### config.mk
export PLATFORM = sky130hd
export DESIGN_NAME = pipelined_subtractor
export DESIGN_NICKNAME = d
export VERILOG_FILES = /design/src/rtl/sub_pkg.sv /design/src/rtl/sub_select_slice.sv /design/src/rtl/pipelined_subtractor.sv
export SDC_FILE = /design/constraint.sdc
export NUM_CORES = 1
export LEC_CHECK = 0
export ABC_AREA = 1
export BUFFER_PORTS_ARGS = -buffer_cell sky130_fd_sc_hd__buf_4
export CAP_MARGIN = 20
export CORE_UTILIZATION = 50
export DETAILED_ROUTE_END_ITERATION = 7
export GPL_TIMING_DRIVEN = 0
export MAX_ROUTING_LAYER = met4
export PLACE_DENSITY = 0.82
export SLEW_MARGIN = 20
export SYNTH_ARGS = -nofsm -noshare
export SYNTH_HDL_FRONTEND = slang
export SYNTH_SLANG_ARGS = --single-unit
### constraint.sdc
create_clock -name Clk -period 3.5 [get_ports Clk]
set_clock_uncertainty 0.1 [all_clocks]
set_input_delay 0.35 -clock Clk [delete_from_list [all_inputs] [get_ports Clk]]
set_output_delay 0.35 -clock Clk [all_outputs]
set_load 0.005 [all_outputs]
### src/rtl/sub_pkg.sv
// sub_pkg: widths and per-stage record for pipelined_subtractor; SUB_OVF_EN adds the sign-tracking fields
package sub_pkg;
  localparam int WIDTH   = 16;
  localparam int SLICE_W = 4;
  localparam int NSLICE  = WIDTH / SLICE_W;
  typedef struct packed {
    logic             valid;
    logic             borrow;
    logic [WIDTH-1:0] d;
    logic [WIDTH-1:0] a;
    logic [WIDTH-1:0] b;
`ifdef SUB_OVF_EN
    logic             sa;
    logic             sb;
`endif
  } stage_t;
endpackage

### src/rtl/sub_select_slice.sv
// sub_select_slice: 4-bit subtract computed for both borrow-in values, then selected by the incoming borrow
module sub_select_slice
  import sub_pkg::*;
(
  input  logic [SLICE_W-1:0] a,
  input  logic [SLICE_W-1:0] b,
  input  logic               bin,
  output logic [SLICE_W-1:0] d,
  output logic               bout
);
  logic [SLICE_W:0] r0, r1;
  // a + ~b + carry for carry=1 (no borrow in) and carry=0 (borrow in); borrow out is the inverted carry
  always_comb begin
    r0   = {1'b0, a} + {1'b0, ~b} + (SLICE_W+1)'(1);
    r1   = {1'b0, a} + {1'b0, ~b};
    d    = bin ? r1[SLICE_W-1:0] : r0[SLICE_W-1:0];
    bout = bin ? ~r1[SLICE_W] : ~r0[SLICE_W];
  end
endmodule

### src/rtl/pipelined_subtractor.sv
// pipelined_subtractor: 4-stage 16-bit D = A - B - bin with borrow-out, one 4-bit slice per stage; SUB_OVF_EN adds signed overflow output ovf
module pipelined_subtractor
  import sub_pkg::*;
(
  input  logic             Clk,
  input  logic             Reset,
  input  logic [WIDTH-1:0] A,
  input  logic [WIDTH-1:0] B,
  input  logic             bin,
  input  logic             in_valid,
  output logic             in_ready,
  output logic [WIDTH-1:0] D,
  output logic             bout,
  output logic             out_valid,
  input  logic             out_ready
`ifdef SUB_OVF_EN
  ,
  output logic             ovf
`endif
);
  stage_t src  [NSLICE];
  stage_t st_d [NSLICE];
  stage_t st_q [NSLICE];
  logic [NSLICE-1:0][SLICE_W-1:0] sd;
  logic [NSLICE-1:0]              sbo;
  logic                           en;
  assign en       = !st_q[NSLICE-1].valid || out_ready;
  assign in_ready = en;
  // each stage consumes the record of the stage before it; stage 0 consumes the input port
  always_comb begin
    src[0]        = '0;
    src[0].valid  = in_valid;
    src[0].borrow = bin;
    src[0].a      = A;
    src[0].b      = B;
`ifdef SUB_OVF_EN
    src[0].sa     = A[WIDTH-1];
    src[0].sb     = B[WIDTH-1];
`endif
    for (int k = 1; k < NSLICE; k++) src[k] = st_q[k-1];
  end
  for (genvar i = 0; i < NSLICE; i++) begin : g_slice
    sub_select_slice u_slice (
      .a   (src[i].a[SLICE_W-1:0]),
      .b   (src[i].b[SLICE_W-1:0]),
      .bin (src[i].borrow),
      .d   (sd[i]),
      .bout(sbo[i])
    );
  end
  // new difference nibble enters at the top of D; low operand nibble is consumed and the rest shifts down
  always_comb begin
    for (int k = 0; k < NSLICE; k++) begin
      st_d[k]        = src[k];
      st_d[k].borrow = sbo[k];
      st_d[k].d      = {sd[k], src[k].d[WIDTH-1:SLICE_W]};
      st_d[k].a      = src[k].a >> SLICE_W;
      st_d[k].b      = src[k].b >> SLICE_W;
    end
  end
  // whole pipeline advances together, bubbles included, and holds while the output is stalled
  always_ff @(posedge Clk or posedge Reset)
    if (Reset) for (int k = 0; k < NSLICE; k++) st_q[k] <= '0;
    else if (en) st_q <= st_d;
  assign D         = st_q[NSLICE-1].d;
  assign bout      = st_q[NSLICE-1].borrow;
  assign out_valid = st_q[NSLICE-1].valid;
`ifdef SUB_OVF_EN
  assign ovf = (st_q[NSLICE-1].sa != st_q[NSLICE-1].sb) && (st_q[NSLICE-1].d[WIDTH-1] != st_q[NSLICE-1].sa);
`endif
endmodule

-- After elaboration in Yosys (flattened, before gate mapping)
Cells that the tools add are included.
- add/sub/neg operators: 8
- $mul: 0
- div/mod/pow operators: 0
- order comparisons: 0
- equal/unequal tests: 0
- shifts and indexed selects: 0
- mux-type cells: 8
- bitwise logic cells: 12
- reductions and logical operators: 2
- operators by type and width (cell ; count):
    adder 4 x 4 -> 5 bit ; 4
    adder 5 x 1 -> 5 bit (second input constant) ; 4
    two-way mux 4 bit ; 4
    NOT 4 bit ; 4
    NOT 1 bit ; 8
    two-way mux 1 bit ; 4
    zero test 1 bit ; 1
    logical OR 1 bit ; 1
- register bits after elaboration: 96
- bits in latches: 0
- RAM bits: 0
- bits in read-only memories: 0
- output and inout bits: 19
- logic and storage cells: 48
- memories kept: 0

-- Logic depth before layout (Yosys ltp)
Gate-level depths: netlist (run 1).
- word-level depth: 5
- gate-level depth with buffers: 13

-- Hierarchy
Synthesis (run 1) repeated with hierarchy kept, for this count alone.
- cell total of the unflattened synthesis: 609
- area total of the unflattened synthesis: 4957.3 µm²
- by module, submodules not included (module ; times used ; cells an instance ; area each (µm²)):
    pipelined_subtractor ; 1 ; 417 ; 3816.2
    sub_select_slice ; 4 ; 48 ; 285.3

-- Worst setup path before layout (run 1)
OpenSTA, ideal clock, no wires.
- path type: register -> register
- start: reg st_q, in the netlist src[50]
- end: reg st_q, in the netlist src[48]
- setup time: 0.118 ns
- arrival time: 1.713 ns
- required time: 3.282 ns
- path slack: 1.569 ns
- stages on the path, launching flop included: 12
- path through: dfrtp_1 -> inv_1 -> ha_1 -> inv_1 -> fa_1 -> inv_1 -> ha_1 -> nand2_1 -> nor2_1 -> nand4_1 -> nand3_1 -> nand2_1
- word-level cells in the longest chain between the ends: 5
- ends and longest elaborated chain (what ; RTL line ; RTL):
    start, declared ; pipelined_subtractor.sv:23 ; stage_t st_q [NSLICE];
    start signal, assigned ; pipelined_subtractor.sv:64 ; else if (en) st_q <= st_d;
    NOT 4 bit * ; sub_select_slice.sv:14, sub_select_slice.sv:15 ;
    adder 4 x 4 -> 5 bit * ; sub_select_slice.sv:14, sub_select_slice.sv:15 ;
    adder 5 x 1 -> 5 bit ; sub_select_slice.sv:14 ; r0 = {1'b0, a} + {1'b0, ~b} + (SLICE_W+1)'(1);
    NOT 1 bit ; sub_select_slice.sv:17 ; bout = bin ? ~r1[SLICE_W] : ~r0[SLICE_W];
    two-way mux 1 bit * ; sub_select_slice.sv:17 ;
Mark *: on every way between the ends. The rest lies on a longest branch, timed or not.
A chain may end at the register's enable or synchronous reset.

-- Final worst setup path (run 1)
Ends and elaborated chain as after synthesis.

==> results of run 1 <==
## metal layers
metal / share of wire, % / track usage (%) / up-vias
met5: 0 / - / -
met3: 4.9 / 4.39 / 23
met2: 49 / 38.2 / 103
met1: 44 / 29.9 / 1826
li1: - / - / 1858
met4: 2.3 / 10.1 / 0
## flip-flops by register name, summed over array words and instances (netlist names)
register and count:
bout 1, src 78, out_valid 1, D 16
## where the power goes
group / total [mW] / leakage [nW] / internal [mW] / switching, mW
clock: 0.750 / 0.0989 / 0.352 / 0.398
sequential: 1.83 / 1.16 / 1.59 / 0.238
combinational: 2.14 / 1.66 / 0.834 / 1.31
## cells in the mapped netlist
cell      instances  share of area [%]
a21oi_1           2               0.22
a22o_1            2               0.38
a31oi_1           3               0.41
buf_2            10                1.1
buf_4             2               0.33
buf_6             1               0.25
clkbuf_1          7               0.57
dfrtp_1          96                 53
fa_1              4                1.8
ha_1             20                5.5
inv_1            83                6.8
inv_2             1              0.082
nand2_1         201                 16
nand3_1          21                2.3
nand3b_1          2               0.33
nand4_1           1               0.14
nor2_1           26                2.1
nor2_4            1               0.25
nor3_1            4               0.44
o211ai_1          1               0.16
o21ai_0          46                5.0
o21ai_1          16                1.8
o21bai_1          3               0.49
o22ai_1           2               0.27
o31ai_1           1               0.16
or2_2             1               0.14
## cell usage in the layout (no fill, tap or decap), types with 2 or more instances in the layout
| master | instances |
|---|---|
| buf_4 | 57 |
| nor2_1 | 26 |
| a22o_1 | 2 |
| a31oi_1 | 3 |
| nand3b_1 | 2 |
| buf_2 | 10 |
| nor3_1 | 4 |
| a21oi_1 | 2 |
| dfrtp_1 | 96 |
| inv_1 | 82 |
| nand3_1 | 21 |
| clkinvlp_4 | 2 |
| clkbuf_1 | 7 |
| o21bai_1 | 3 |
| clkbuf_8 | 10 |
| nand2_1 | 201 |
| o21ai_1 | 16 |
| o22ai_1 | 2 |
| fa_1 | 4 |
| o21ai_0 | 46 |
| ha_1 | 20 |
## path summary, 6_finish.rpt
check	from	endpoint	slack [ns]	cells past startpoint
min in group asynchronous	Reset	src[109]	0.44	3
setup / recovery	src[50]	src[48]	1.31	11
hold reg to reg	src[123]	src[69]	0.38	2
setup reg to reg	src[50]	src[48]	1.31	11
max in group asynchronous	Reset	src[94]	2.22	4
hold / removal	A[9]	src[121]	0.07	3
## metrics by stage
stage	setup slack (ns)	utilization, %	power, mW	area (um2)
floorplan	0.545	-	3.27	4570
global placement	-0.383	58.2	3.79	5120
detailed placement	1.34	58.5	3.95	5150
CTS	1.32	60.9	4.71	5370
global route	1.18	60.9	5.16	5370
finish	1.31	60.9	4.72	5370
## cell families (layout without fill, tap and decap cells)
family,count (synthesis),in the layout,synth area share [%]
fa+ha+maj,24,24,7.22
flops,96,96,52.5
simple gates,257,257,22.2
compound gates,76,76,8.89
buf+inv,104,177,9.14
## worst reg2reg max path, cell delays in order, from the launching register on
cell and delay, ns:
dfrtp_1 0.39, inv_1 0.06, ha_1 0.19, inv_1 0.07, fa_1 0.47, inv_1 0.11
ha_1 0.15, nand2_1 0.06, nor2_1 0.19, nand4_1 0.13, nand3_1 0.11, nand2_1 0.06
## final cells by class
class / count / share of cell area, %
multi-input combinational: 357 / 32.7
buffer: 20 / 1.91
sequential: 96 / 44.8
clock inverter: 6 / 1.26
timing repair buffer: 57 / 8.39
clock buffer: 10 / 2.56
inverter: 84 / 5.92
tap: 108 / 2.52
==> flow_summary.yaml, run 1 <==
layout:
  seq_area_um2: 2400
  final_cell_count_no_fill: 738
  fin_nets: 686
  area_growth_pct: 17.3
  antenna_cells: 0
  drive_gt1_share_pct: 14.1
  fill_cells: 736
  multi_input_area_um2: 1750
floorplanning:
  die_h_um: 97.6
  core.rowCount: 34
  die-area_um2: 9530
  fp.dieW_um: 97.6
  ioPinCount: 56
  start_util_pct: 51.9
  core_area_um2: 8810
cts:
  htree_levels: 3
  cts_setup_buffers: 0
  numCtsBuffers: 9
  ctsResizeCount: 0
  cts_buffer_depth: 2
  path_clk_slew_ns: 0.09
  clockRootBuffer: "clkbuf_8"
  insertion_delay_ns: 0.37
  ctsHoldBuffers: 1
  cts_tree: "yes"
  cts_sinks: 96
placement:
  dp_hpwl_mm: 7.23
  dp.cells: 721
  port_buffers: 55
  gp_congestion: 0.884
critical_path:
  cp_slowest_cell: "fa_1"
  cp-end-kind: "flip-flop"
  required_ns: 3.66
  arrival_ns: 2.35
  crit_type: "reg -> reg"
  path_buf_inv: 3
  cp_slowest_stage_delay_ns: 0.47
  cp-start-kind: "flip-flop"
  cpMostUsedCell: "inv_1"
  path_cells: "inv_1, ha_1, inv_1, fa_1, inv_1, ha_1, nand2_1, nor2_1, nand4_1, nand3_1, nand2_1"
  crit_fanout: 3
  path_delay_family: "adder cells"
sta:
  finalSetupTns_ns: 0
  report.final.slew_viol_count: 0
  setup_viol: 0
  fin_crit_ns: 2.19
  fin_crit_sh_pct: 62.5
  rsz0062_at_grt: "false"
  worst_pin_slew_ns: 0.602
  slew_headroom_pct: 59.9
  finalHoldViolCount: 0
  hold_ws_ns: 0.0694
  max_clock_freq_ghz: 0.457
global_route:
  grt_usage_pct: 23.8
  gr-total-overflow: 0
  grt_pass1_vias: 3834
  grt_antenna_before_repair: 0
  grt_pass1_wl_mm: 17.3
  grt_max_degree: 63
drt:
  drt_pass1_iterations: 8
  vias_per_cell: 5.16
  wire_per_inst_um: 13.5
  dr.first_iter.drc_count: 244
  vias: 3810
  drtAntennaViolNets: 0
  wl_mm: 9.98
  drcViolationCount: 7
yosys:
  mappedNetlistArea_um2: 4570
  ys_warn_count: 0
  syn-num-nets: 618
  ys_seq_area_share_pct: 52.5
  syn_avg_cell_area_um2: 8.21
  synth_cell_types: 26
  netlist_instances: 557
  yosys_register_bits: 96
run_status:
  status: "complete, but fails checks"
  violations: "DRC"
min_path:
  hp-class: "in -> reg"
power_and_ir_drop:
  peakVddDrop_v: 0.000352
  powerDensity_nw_per_um2: 880
  power_leakage_nw: 2.91
flow_run:
  drv_cap: 0
Note: power is estimated with default switching activity, not from simulation.
==> inputs of run 2 (changes only) <==
Settings changed: ABC_AREA 1 to 0.
Clock period 3.5 ns to 2.1 ns, I/O delays scaled along.
==> flow_summary.yaml, run 2 <==
yosys:
  yosys.area.top_type_share_pct: 51.5
  synth_simple_gate_area_share_pct: 24.8
  synth_top_family_by_area: "simple AND/OR/NAND/NOR gates"
  netlist_instances: 512
  synth_compound_area_share_pct: 8.69
  yosys_register_bits: 96
  synthAdderAreaFrac_pct: 7.08
  ys_top_cells_by_area: "dfrtp_1, nand2_1, ha_1"
  mappedNetlistArea_um2: 4670
  synth-xor-area-share_pct: 2.90
  synth_edf_count: 0
  syn-num-nets: 573
  post_synth_most_frequent_cells: "nand2_1, dfrtp_1, o21ai_0"
  ys_warn_count: 0
  synth.most_common_cell: "nand2_1"
  synth_top_flop_cell: "dfrtp_1"
  synth_cell_types: 31
  syn_avg_cell_area_um2: 9.11
  synth.largest_area_cell: "dfrtp_1"
  synthMuxAreaShare_pct: 0.644
  ys_seq_area_share_pct: 51.5
  async_reset_ff_share_pct: 100
sta:
  fin_ws_ns: -0.158
  finalHoldViolCount: 0
  report.final.slew_viol_count: 0
  rsz0062_at_grt: "true"
  finalSetupTns_ns: -0.431
  worst_pin_slew_ns: 0.558
  hold_ws_ns: 0.110
  fin_crit_sh_pct: 108
  fin_crit_ns: 2.26
  setup_viol: 5
  max_clock_freq_ghz: 0.443
  slew_headroom_pct: 62.8
cts:
  path_clk_slew_ns: 0.09
  numCtsBuffers: 9
  cts_tree: "yes"
  clockRootBuffer: "clkbuf_8"
  insertion_delay_ns: 0.36
  cts_sinks: 96
  htree_levels: 3
  cts_buffer_depth: 2
critical_path:
  worstReg2RegEnd: "src[98]"
  crit_fanout: 2
  arrival_ns: 2.40
  r2r_slack_ns: -0.16
  crit_type: "reg -> reg"
  cp-start-kind: "flip-flop"
  cp_slowest_cell: "fa_1"
  cpMostUsedCell: "inv_2"
  cp_num_cells: 10
  cp-end-kind: "flip-flop"
  path_cells: "inv_2, ha_4, inv_2, fa_1, inv_2, ha_4, nand3b_1, nor4bb_2, or2_1, o211ai_2"
  path_delay_family: "adder cells"
  path_buf_inv: 3
  r2r_cells: 10
  cp_slowest_stage_delay_ns: 0.47
  endpoint: "src[98]"
  required_ns: 2.24
  startpoint: "src[100]"
  r2r-start: "src[100]"
run_status:
  status: "complete, but fails checks"
  violations: "setup timing"
global_route:
  gr-total-overflow: 0
  grt_usage_pct: 24.7
  grt_pass1_vias: 3715
  grt_max_degree: 36
  grt_pass1_wl_mm: 17.8
  grt_antenna_before_repair: 0
layout:
  drive_gt1_share_pct: 21.0
  layout_common_cells: "nand2_1, dfrtp_1, buf_4"
  fin_nets: 675
  design_area_um2: 5910
  seq_area_um2: 2400
  final_common_cell: "nand2_1"
  multi_input_area_um2: 2180
  fill_cells: 706
  largest_register_ffs: 78
  antenna_cells: 0
  area_growth_pct: 26.7
floorplanning:
  core.rowCount: 34
  start_util_pct: 52.5
  core_area_um2: 8890
  die_h_um: 98.6
  fp.dieW_um: 98.6
  ioPinCount: 56
  die-area_um2: 9720
drt:
  wire_per_inst_um: 14.9
  drtAntennaViolNets: 0
  vias_per_cell: 5.18
  wl_mm: 10.9
  drt_pass1_iterations: 4
  vias: 3768
  dr.first_iter.drc_count: 133
  drcViolationCount: 0
flow_run:
  drv_cap: 0
placement:
  port_buffers: 55
  dpl_cell_area_um2: 5290
  pre_cts_ws_ns: -0.221
  gp_congestion: 0.860
  dp_hpwl_mm: 7.79
min_path:
  hp-class: "in -> reg"
power_and_ir_drop:
  power_leakage_nw: 2.93
  powerDensity_nw_per_um2: 1430
  peakVddDrop_v: 0.000641
-- run 2: cell count changes after synthesis, sizes merged, moves of 6 or more --
cell,previous run,this run
a21oi,2,8
inv,84,30
nand2,201,212
nand3,21,4
nand3b,2,8
nor2,27,4
o21ai,62,32
xor2,0,8
-- run 2: worst reg2reg max path: cells and delay by family, from the launching register on --
family	cells	cell delay, ns
adders and majority gates	3	0.74
and+or+nand+nor	3	0.60
DFF	1	0.40
buffers and inverters	3	0.23
AOI/OAI and AO/OA	1	0.07
-- run 2: kinds of logic (layout without fill, tap and decap cells) --
logic type               after synthesis  count (layout)
multiplexers                           3               3
AO/OA/AOI/OAI                         60              60
buffers and inverters                 51             158
adder cells (fa/ha/maj)               24              24
AND/OR/NAND/NOR                      266             266
flip-flops                            96              96
XOR/XNOR                              12              12
-- run 2: cell type report --
cell class,count,area share (%)
tap,108,2.29
multi-input combinational,365,36.8
timing repair buffer,91,13.6
inverter,30,1.97
clock buffer,9,2.10
clock inverter,7,0.932
buffer,21,1.67
sequential,96,40.7
-- run 2: routing by layer --
layer	wire length, um	up-vias	part of all wire (%)	global-route usage [%]
met5	0	-	0	-
met4	350	0	3.2	11.7
met3	296	25	2.7	2.70
met2	5160	90	48	39.7
met1	5050	1802	47	31.7
li1	-	1851	-	-
-- run 2: power by group --
group	total, mW	internal, mW	switching [mW]
Sequential	3.17	2.66	0.514
Clock	1.13	0.443	0.684
Combinational	4.17	1.89	2.28
Total	8.47	4.99	3.48
-- run 2: repair_timing --
item	in CTS	in global routing
gates resized for setup	25	10
setup endpoints to repair	8	9
hold endpoints to repair	41	0
hold buffers	26	0
pin swaps	19	13
setup buffers	4	3
-- run 2: metrics by stage --
| step | util [%] | power, mW | instances |
|---|---|---|---|
| after floorplan | - | 5.61 | 512 |
| after global placement | 58.7 | 6.60 | 675 |
| after global routing | 66.5 | 9.15 | 727 |
| after CTS | 65.8 | 8.25 | 724 |
| after detailed placement | 59.5 | 6.80 | 678 |
| final | 66.5 | 8.47 | 727 |
-- run 2: how the worst min path moves through the flow --
stage,startpoint,to,slack [ns],depth (start not counted)
2_1_floorplan,B[8],src[104],0.22,2
3_3_place_gp,B[8],src[104],0.31,3
3_5_place_dp,Reset,D[1],0.16,2
4_1_cts,bin,src[144],0.09,3
5_1_grt,bin,src[144],0.11,3
6_report,bin,src[144],0.11,3
